[config.mk]
export PLATFORM = sky130hd
export DESIGN_NAME = ecc_secded_32bit_flat
export DESIGN_NICKNAME = d
export VERILOG_FILES = /design/src/rtl/ecc_secded_32bit_if.sv /design/src/rtl/ecc_secded_32bit.sv /design/src/flat_wrapper.sv
export SDC_FILE = /design/constraint.sdc
export NUM_CORES = 1
export LEC_CHECK = 0
export ABC_CLOCK_PERIOD_IN_PS = 6090
export BUFFER_PORTS_ARGS = -buffer_cell sky130_fd_sc_hd__buf_2
export CAP_MARGIN = 20
export CORE_MARGIN = 3
export CORE_UTILIZATION = 54
export DETAILED_ROUTE_END_ITERATION = 16
export MAX_ROUTING_LAYER = met4
export PLACE_DENSITY = 0.86
export SETUP_SLACK_MARGIN = 0.4
export SYNTH_ARGS = -nofsm -noshare
export SYNTH_HDL_FRONTEND = slang
export SYNTH_SLANG_ARGS = --single-unit
[constraint.sdc]
create_clock -name clk -period 6.09 [get_ports clk]
set_input_delay 0.3045 -clock clk [delete_from_list [all_inputs] [get_ports clk]]
set_output_delay 0.3045 -clock clk [all_outputs]
set_load 0.02 [all_outputs]
[src/rtl/ecc_secded_32bit_if.sv]
// ============================================================================
// Module      : ecc_secded_32bit_if
// Description : Encode/decode bus bundle for the 32-bit SECDED block.
// Revision    : 1.0
// ============================================================================
`default_nettype none

interface ecc_secded_32bit_if;
    logic [31:0] enc_d;
    logic [38:0] enc_c;
    logic [38:0] dec_c;
    logic [31:0] dec_d;
    logic        no_err;
    logic        err_corrected;
    logic        err_fatal;

    modport master (
        output enc_d,
        output dec_c,
        input  enc_c,
        input  dec_d,
        input  no_err,
        input  err_corrected,
        input  err_fatal
    );

    modport slave (
        input  enc_d,
        input  dec_c,
        output enc_c,
        output dec_d,
        output no_err,
        output err_corrected,
        output err_fatal
    );
endinterface

`default_nettype wire

[src/rtl/ecc_secded_32bit.sv]
// ============================================================================
// Module      : ecc_secded_32bit
// Description : (39,32) Hamming SECDED; combinational encoder, pipelined decoder.
// Revision    : 1.0
// ============================================================================
`default_nettype none

module ecc_secded_32bit #(
    parameter int MIDDLE_REG = 1,
    parameter int OUTPUT_REG = 1
) (
    input  wire logic         clk,
    input  wire logic         rst,
    ecc_secded_32bit_if.slave bus
);

    localparam int C_CW_W   = 39;
    localparam int C_DATA_W = 32;
    localparam int C_CHK_W  = 6;
    localparam int C_LAST   = 38;

    // Positions 1,2,4,8,16,32 carry check bits; every other position 1..38 carries data.
    function automatic logic is_check_pos(input int pos);
        return (pos == 1) || (pos == 2) || (pos == 4) ||
               (pos == 8) || (pos == 16) || (pos == 32);
    endfunction

    function automatic logic [C_CW_W-1:0] scatter(input logic [C_DATA_W-1:0] d);
        logic [C_CW_W-1:0] c;
        int                j;
        c = '0;
        j = 0;
        for (int i = 1; i <= C_LAST; i++) begin
            if (!is_check_pos(i)) begin
                c[i] = d[j];
                j    = j + 1;
            end
        end
        return c;
    endfunction

    function automatic logic [C_DATA_W-1:0] gather(input logic [C_CW_W-1:0] c);
        logic [C_DATA_W-1:0] d;
        int                  j;
        d = '0;
        j = 0;
        for (int i = 1; i <= C_LAST; i++) begin
            if (!is_check_pos(i)) begin
                d[j] = c[i];
                j    = j + 1;
            end
        end
        return d;
    endfunction

    // ------------------------------------------------------------------------
    // Encoder
    // ------------------------------------------------------------------------
    logic [C_CW_W-1:0]  w_enc_raw;
    logic [C_CHK_W-1:0] w_enc_chk;
    logic [C_CW_W-1:0]  w_enc_full;

    always_comb begin
        w_enc_raw = scatter(bus.enc_d);
        w_enc_chk = '0;
        for (int k = 0; k < C_CHK_W; k++) begin
            for (int i = 1; i <= C_LAST; i++) begin
                if (i[k]) begin
                    w_enc_chk[k] = w_enc_chk[k] ^ w_enc_raw[i];
                end
            end
        end
        w_enc_full = w_enc_raw;
        for (int k = 0; k < C_CHK_W; k++) begin
            w_enc_full[1 << k] = w_enc_chk[k];
        end
        w_enc_full[0] = ^w_enc_full[C_LAST:1];
    end

    assign bus.enc_c = w_enc_full;

    // ------------------------------------------------------------------------
    // Decoder, syndrome stage
    // ------------------------------------------------------------------------
    logic [C_CHK_W-1:0] w_syn;
    logic               w_par;
    logic [C_CW_W-1:0]  w_fix_c;

    always_comb begin
        w_syn = '0;
        for (int i = 1; i <= C_LAST; i++) begin
            if (bus.dec_c[i]) begin
                w_syn = w_syn ^ C_CHK_W'(i);
            end
        end
        w_par   = ^bus.dec_c;
        w_fix_c = bus.dec_c;
        // Only odd-parity errors pointing inside 1..38 are repaired; s = 0 means c[0] itself.
        if (w_par) begin
            for (int i = 1; i <= C_LAST; i++) begin
                if (C_CHK_W'(i) == w_syn) begin
                    w_fix_c[i] = ~bus.dec_c[i];
                end
            end
        end
    end

    logic [C_CW_W-1:0]  w_mid_c;
    logic [C_CHK_W-1:0] w_mid_s;
    logic               w_mid_p;

    generate
        if (MIDDLE_REG != 0) begin : g_mid_reg
            logic [C_CW_W-1:0]  mid_c_q;
            logic [C_CHK_W-1:0] mid_s_q;
            logic               mid_p_q;

            always_ff @(posedge clk or posedge rst) begin
                if (rst) begin
                    mid_c_q <= '0;
                    mid_s_q <= '0;
                    mid_p_q <= 1'b0;
                end else begin
                    mid_c_q <= w_fix_c;
                    mid_s_q <= w_syn;
                    mid_p_q <= w_par;
                end
            end

            assign w_mid_c = mid_c_q;
            assign w_mid_s = mid_s_q;
            assign w_mid_p = mid_p_q;
        end else begin : g_mid_comb
            assign w_mid_c = w_fix_c;
            assign w_mid_s = w_syn;
            assign w_mid_p = w_par;
        end
    endgenerate

    // ------------------------------------------------------------------------
    // Decoder, classification and data extraction
    // ------------------------------------------------------------------------
    logic [C_DATA_W-1:0] w_dec_d;
    logic                w_no_err;
    logic                w_err_corr;
    logic                w_err_fatal;
    logic                w_syn_zero;
    logic                w_syn_valid;

    always_comb begin
        w_dec_d     = gather(w_mid_c);
        w_syn_zero  = (w_mid_s == '0);
        w_syn_valid = (w_mid_s <= C_CHK_W'(C_LAST));
        w_no_err    = w_syn_zero && !w_mid_p;
        w_err_corr  = w_mid_p && w_syn_valid;
        w_err_fatal = !w_no_err && !w_err_corr;
    end

    generate
        if (OUTPUT_REG != 0) begin : g_out_reg
            logic [C_DATA_W-1:0] dec_d_q;
            logic                no_err_q;
            logic                err_corr_q;
            logic                err_fatal_q;

            always_ff @(posedge clk or posedge rst) begin
                if (rst) begin
                    dec_d_q     <= '0;
                    no_err_q    <= 1'b0;
                    err_corr_q  <= 1'b0;
                    err_fatal_q <= 1'b0;
                end else begin
                    dec_d_q     <= w_dec_d;
                    no_err_q    <= w_no_err;
                    err_corr_q  <= w_err_corr;
                    err_fatal_q <= w_err_fatal;
                end
            end

            assign bus.dec_d         = dec_d_q;
            assign bus.no_err        = no_err_q;
            assign bus.err_corrected = err_corr_q;
            assign bus.err_fatal     = err_fatal_q;
        end else begin : g_out_comb
            assign bus.dec_d         = w_dec_d;
            assign bus.no_err        = w_no_err;
            assign bus.err_corrected = w_err_corr;
            assign bus.err_fatal     = w_err_fatal;
        end
    endgenerate

endmodule

`default_nettype wire

[src/flat_wrapper.sv]
// flat-port wrapper written by rule: the top's interface ports become plain ports
module ecc_secded_32bit_flat 
#(
    parameter int MIDDLE_REG = 1,
    parameter int OUTPUT_REG = 1
)
  (clk, rst, bus_enc_d, bus_dec_c, bus_enc_c, bus_dec_d, bus_no_err, bus_err_corrected, bus_err_fatal);
  ecc_secded_32bit_if bus_i ();
  input  wire logic clk;
  input  wire logic rst;
  input wire logic [$bits(bus_i.enc_d)-1:0] bus_enc_d;
  input wire logic [$bits(bus_i.dec_c)-1:0] bus_dec_c;
  output wire logic [$bits(bus_i.enc_c)-1:0] bus_enc_c;
  output wire logic [$bits(bus_i.dec_d)-1:0] bus_dec_d;
  output wire logic [$bits(bus_i.no_err)-1:0] bus_no_err;
  output wire logic [$bits(bus_i.err_corrected)-1:0] bus_err_corrected;
  output wire logic [$bits(bus_i.err_fatal)-1:0] bus_err_fatal;
  assign bus_i.enc_d = bus_enc_d;
  assign bus_i.dec_c = bus_dec_c;
  assign bus_enc_c = bus_i.enc_c;
  assign bus_dec_d = bus_i.dec_d;
  assign bus_no_err = bus_i.no_err;
  assign bus_err_corrected = bus_i.err_corrected;
  assign bus_err_fatal = bus_i.err_fatal;
  ecc_secded_32bit #(.MIDDLE_REG(MIDDLE_REG), .OUTPUT_REG(OUTPUT_REG)) u_core (.clk(clk), .rst(rst), .bus(bus_i));
endmodule
* Yosys cells after proc, flatten, opt, wreduce, memory -nomap -nowiden
Cells that the tools add are included.
** Word-level totals
- Output and inout port bits :: 74
- Bits in latches :: 0
- Word-level logic and storage cells :: 291
- ROM bits :: 0
- Bits of input ports :: 73
- Memories kept :: 0
- Bits in registers :: 81
- RAM bits :: 0
** Operators by class
- Shift-type cells :: 0
- Multiply operators :: 0
- Reduce and logical (&&, ||, !) cells :: 9
- Equal/unequal tests :: 38
- Muxes and demuxes :: 77
- Div/mod/pow operators :: 0
- Magnitude comparators :: 1
- Bitwise gates (word level) :: 159
- $add $sub $neg :: 0
** Operator list (count)
- $eq A5 B6 Y1 const A :: 16
- $xor A1 B1 Y1 :: 84
- $mux W5 :: 16
- $eq A4 B6 Y1 const A :: 8
- $eq A6 B6 Y1 const A :: 7
- $mux W6 :: 7
- $mux W1 :: 39
- $not A3 Y3 :: 13
- $reduce_xor A39 Y1 :: 1
- $mux W38 :: 1
- $not A1 Y1 :: 38
- $reduce_xor A38 Y1 :: 1
- $mux W4 :: 8
- $not A2 Y2 :: 13
- $eq A3 B6 Y1 const A :: 4
- $not A4 Y4 :: 5
- $eq A2 B6 Y1 const A :: 2
- $mux W3 :: 4
- $eq A1 B6 Y1 const A :: 1
- $le A6 B6 Y1 const B :: 1
- $logic_not A6 Y1 :: 1
- $not A1 Y1 const A :: 5
- $not A5 Y5 :: 1
- $mux W2 :: 2
- other kinds (2) :: 6

* Depth between registers and ports, before layout
- Word-level depth :: 73
- Gate-level depth with buffers :: 9
- Mapped depth without buffers :: 8

* Worst setup path after synthesis
OpenSTA, ideal clock, no wires.
- Kind :: input to output
- Start point :: in bus_enc_d[23]
- End point :: out bus_enc_c[0]
- Slack :: 3763 ps
- Data arrival time :: 2022 ps
- Required time :: 5785 ps
- Cell stages on the path :: 7
- Path through :: xor2_1 -> xnor2_1 -> xnor2_1 -> xnor2_1 -> xnor2_1 -> xnor2_1 -> xnor2_1
** RTL lines
- from (decl) :: RTL line flat_wrapper.sv:11 : input wire logic [$bits(bus_i.enc_d)-1:0] bus_enc_d;
- $xor A1 B1 Y1 (3 in a row) :: RTL line ecc_secded_32bit.sv:69 : w_enc_chk[k] = w_enc_chk[k] ^ w_enc_raw[i];
- net bus_enc_c[8] :: RTL line flat_wrapper.sv:13 : output wire logic [$bits(bus_i.enc_c)-1:0] bus_enc_c;
- $reduce_xor A38 Y1 :: RTL line ecc_secded_32bit.sv:77 : w_enc_full[0] = ^w_enc_full[C_LAST:1];
- to (decl) :: RTL line flat_wrapper.sv:13
The timed path passes the listed nets, and every way through them passes these cells.

* Final worst setup path
- Start point :: in bus_dec_c[15]
- End point :: reg u_core.g_mid_reg.mid_c_q[35]
** On the way
- Longest elaborated chain between the ends :: 38
** RTL lines
- from (decl) :: RTL line flat_wrapper.sv:12 : input wire logic [$bits(bus_i.dec_c)-1:0] bus_dec_c;
- $mux W4 :: RTL line ecc_secded_32bit.sv:92 : if (bus.dec_c[i]) begin
- $mux W5 :: RTL line ecc_secded_32bit.sv:92
- $not A2 Y2 (no line) or $mux W5 (tied branches)
- $mux W5 or $not A2 Y2 (tied branches)
- $mux W5 :: RTL line ecc_secded_32bit.sv:92
- $not A3 Y3 (no line) or $not A2 Y2 (tied branches)
- $mux W5 :: RTL line ecc_secded_32bit.sv:92
- $mux W5 or $not A3 Y3 (tied branches)
- [... 23 more ...]
- $mux W6 or $not A3 Y3 (tied branches)
- $not A3 Y3 (no line) or $mux W6 (tied branches)
- $mux W6 or $not A3 Y3 (tied branches)
- $mux W6 :: RTL line ecc_secded_32bit.sv:92
- $eq A6 B6 Y1 :: RTL line ecc_secded_32bit.sv:101 : if (C_CHK_W'(i) == w_syn) begin
- $mux W1 :: RTL line ecc_secded_32bit.sv:101
- $mux W38 * :: RTL line ecc_secded_32bit.sv:99 : if (w_par) begin
- net u_core.w_fix_c[35] :: RTL line ecc_secded_32bit.sv:87 : logic [C_CW_W-1:0] w_fix_c;
- to (signal assigned) :: RTL line ecc_secded_32bit.sv:124 : mid_c_q <= w_fix_c;
- to (decl) :: RTL line ecc_secded_32bit.sv:114 : logic [C_CW_W-1:0] mid_c_q;
Mark *: on every way through the listed nets, which the timed path passes. The rest lies on a longest branch.

==> impl_metrics.tcl <==
set metrics [dict create \
    synth-seq-cells 74 \
    seq_area_um2 1850 \
    intPower_w 0.00116 \
    num-fill-cells 585 \
    die_h_um 93.3 \
    fmax_ghz 0.382 \
    fin_worst_skew_ns 0.00874 \
    io_pins 147 \
    clock_path_buffers 2 \
    htreeDepth 3 \
    grt.overflow.total 0 \
    cts_buffers 9 \
    clockPowerShare_pct 19.5 \
    max_slew_margin_pct 36.3 \
    p_leak_nw 2.13 \
    powerDensity_nw_per_um2 410 \
    cts-root-buf "clkbuf_8" \
    clk_pin_slew_ns 0.08 \
    portBuffers 146 \
    synth_top_area_share_pct 45.0 \
    grt_use_met3_pct 4.99 \
    grt_pass1_wl_um 13500 \
    hold_path_class "input port to register" \
    start_util_pct 56.1 \
    yosysTopAreaCell "dfrtp_1" \
    viasPerCell 4.76 \
    ir_worst_vdd_mv 0.259 \
    track_usage_pct 21.0 \
    dieArea_um2 8700 \
    critPathCaptureType "register" \
    grt_max_degree 75 \
    firstDrtPassIters 5 \
    ant_nets 0 \
    nNetsFinal 525 \
    synth.most_common_cell "xnor2_1" \
    place.gp.congestion 0.844 \
    cp_max_fo 20 \
    num_rows 31 \
    worstSetupPathType "input port to register" \
    crit_chain "buf_2 -> xor2_1 -> xnor2_2 -> xnor2_1 -> xnor2_1 -> xor2_1 -> inv_2 -> nor3_2 -> xor2_1" \
    cts.sinks 74 \
    combPwrFrac_pct 50.1 \
    cap_violations 0 \
    cts.repair.resized 0 \
    drive_above_1_share_pct 40.5 \
    p_sw_share_pct 42.3 \
    coreArea_um2 7330 \
    critical-path-top-delay-family "XOR/XNOR gates" \
    place_hpwl_um 6720 \
    drc_errors 0 \
    syn_avg_cell_area_um2 12.4 \
    seqPwrFrac_pct 30.4 \
    synthArstFlopShare_pct 100 \
    syn-cell-area_um2 4110 \
    path_buf_inv 2 \
    postCtsSetupRepairBufs 0 \
    synth_fp_nets 406 \
    place_area_um2 4700 \
    wl_per_cell_um 14.9 \
    ys_warn_count 0 \
    status "complete, no violations" \
    min_period_ns 2.61 \
    max_stage_delay_ns 0.77 \
    area_delta_synth_final_pct 19.4 \
    finalInstanceArea_um2 4910 \
    drt_iter0_markers 89 \
    multi_input_comb_area_um2 1980 \
    fin_crit_sh_pct 42.9 \
    cpMostUsedCell "xor2_1" \
    synthTopCellsByArea "dfrtp_1, xnor2_1, buf_4" \
    syn_inst 333 \
    worstPathArrival_ns 2.89 \
    setup.worst_path.start_class "input port" \
    antenna_found_initial 0 \
    netlist_top_cells_count "xnor2_1, dfrtp_1, buf_4" \
    cts_hold_buf 0 \
    insertedDiodeCount 0 \
    setup_viol 0 \
    use_met1_pct 24.4 \
    synth-edff-count 0 \
    rsz0062_at_grt "false" \
    vias 2644 \
    tightest_slew_ns 0.952 \
    switching_power_w 0.000851 \
    cts_tree "built" \
    fin_util_pct 67.0 \
    busiest_layer "met2" \
    ys.flop_type "dfrtp_1" \
    use_met2_pct 35.1 \
    grt_pass1_vias 2834 \
    clock_latency_ns 0.36 \
    die_w_um 93.3 \
    slowest_stage "xor2_1" \
    hold_viol_final 0 \
    ys_seq_area_share_pct 45.0 \
    cp.required_ns 6.37 \
    ys_types 31 \
    slew_violations 0 \
    fin_tns_setup_ns 0 \
    wl_um 8310 \
]
## sequential cells by signal, indices dropped and copies added, names as in the netlist
register and flops:
u_core.bus.err_corrected 1, u_core.bus.err_fatal 1, u_core.g_mid_reg.mid_s_q 6, u_core.g_mid_reg.mid_p_q 1
u_core.bus.no_err 1, u_core.bus.dec_d 32, u_core.g_mid_reg.mid_c_q 32
## cell usage in the layout (no fill, tap or decap), drive strengths merged, types with 3 or more instances in the layout
cell type | synthesis | routed
clkbuf | 3 | 9
nor3 | 5 | 5
dfrtp | 74 | 74
inv | 3 | 7
buf | 36 | 147
xor2 | 25 | 25
nor4 | 3 | 3
nand3 | 26 | 26
xnor2 | 141 | 141
## per-layer routing
metal / vias up / wire length [µm]
li1: 1258 / -
met1: 1254 / 3250
met2: 112 / 4250
met5: - / 0
met4: 0 / 212
met3: 20 / 602
## layout make-up
| class | count | area share, % |
|---|---|---|
| Clock inverter | 7 | 1.68 |
| Tap cell | 99 | 2.52 |
| Clock buffer | 9 | 2.52 |
| Multi-Input combinational cell | 217 | 40.3 |
| Sequential cell | 74 | 37.7 |
| Inverter | 3 | 0.229 |
| Timing Repair Buffer | 147 | 15.0 |
## worst paths after layout
| kind | start | cells after the start | slack, ns | end |
|---|---|---|---|---|
| setup / recovery | bus_dec_c[15] | 9 | 3.48 | u_core.g_mid_reg.mid_c_q[35] |
| hold / removal | bus_dec_c[36] | 2 | 0.16 | u_core.g_mid_reg.mid_c_q[36] |
| setup reg to reg | u_core.g_mid_reg.mid_s_q[3] | 3 | 4.67 | u_core.bus.err_fatal |
| hold reg to reg | u_core.g_mid_reg.mid_c_q[20] | 0 | 0.35 | u_core.bus.dec_d[14] |
| max in group asynchronous | rst | 3 | 5.30 | u_core.g_mid_reg.mid_c_q[19] |
| min in group asynchronous | rst | 3 | 0.21 | u_core.g_mid_reg.mid_c_q[31] |
## cell families after synthesis
family	synth area share (%)
AND/OR/NAND/NOR	7.69
flip-flops	45.0
AO/OA/AOI/OAI	0.426
XOR/XNOR	40.0
buffers and inverters	6.87
## power groups by stage
stage          logic (W)  registers (W)  clock network (W)
3_3_place_gp    0.000983       0.000617                  0
6_report         0.00101       0.000612           0.000393
3_5_place_dp     0.00101       0.000622                  0
5_1_grt          0.00109       0.000622           0.000425
2_1_floorplan   0.000754       0.000660                  0
4_1_cts          0.00102       0.000613           0.000406
## through the flow
step	setup WS, ns	total power (W)	instances	hold slack [ns]
after floorplan	3.76	0.00141	333	0.331
after global placement	3.28	0.00160	540	0.333
after detailed placement	3.13	0.00163	540	0.335
after CTS	3.49	0.00203	556	0.149
after global routing	3.19	0.00213	556	0.158
final	3.48	0.00201	556	0.165
No activity file was read; power rests on OpenSTA's default activity.
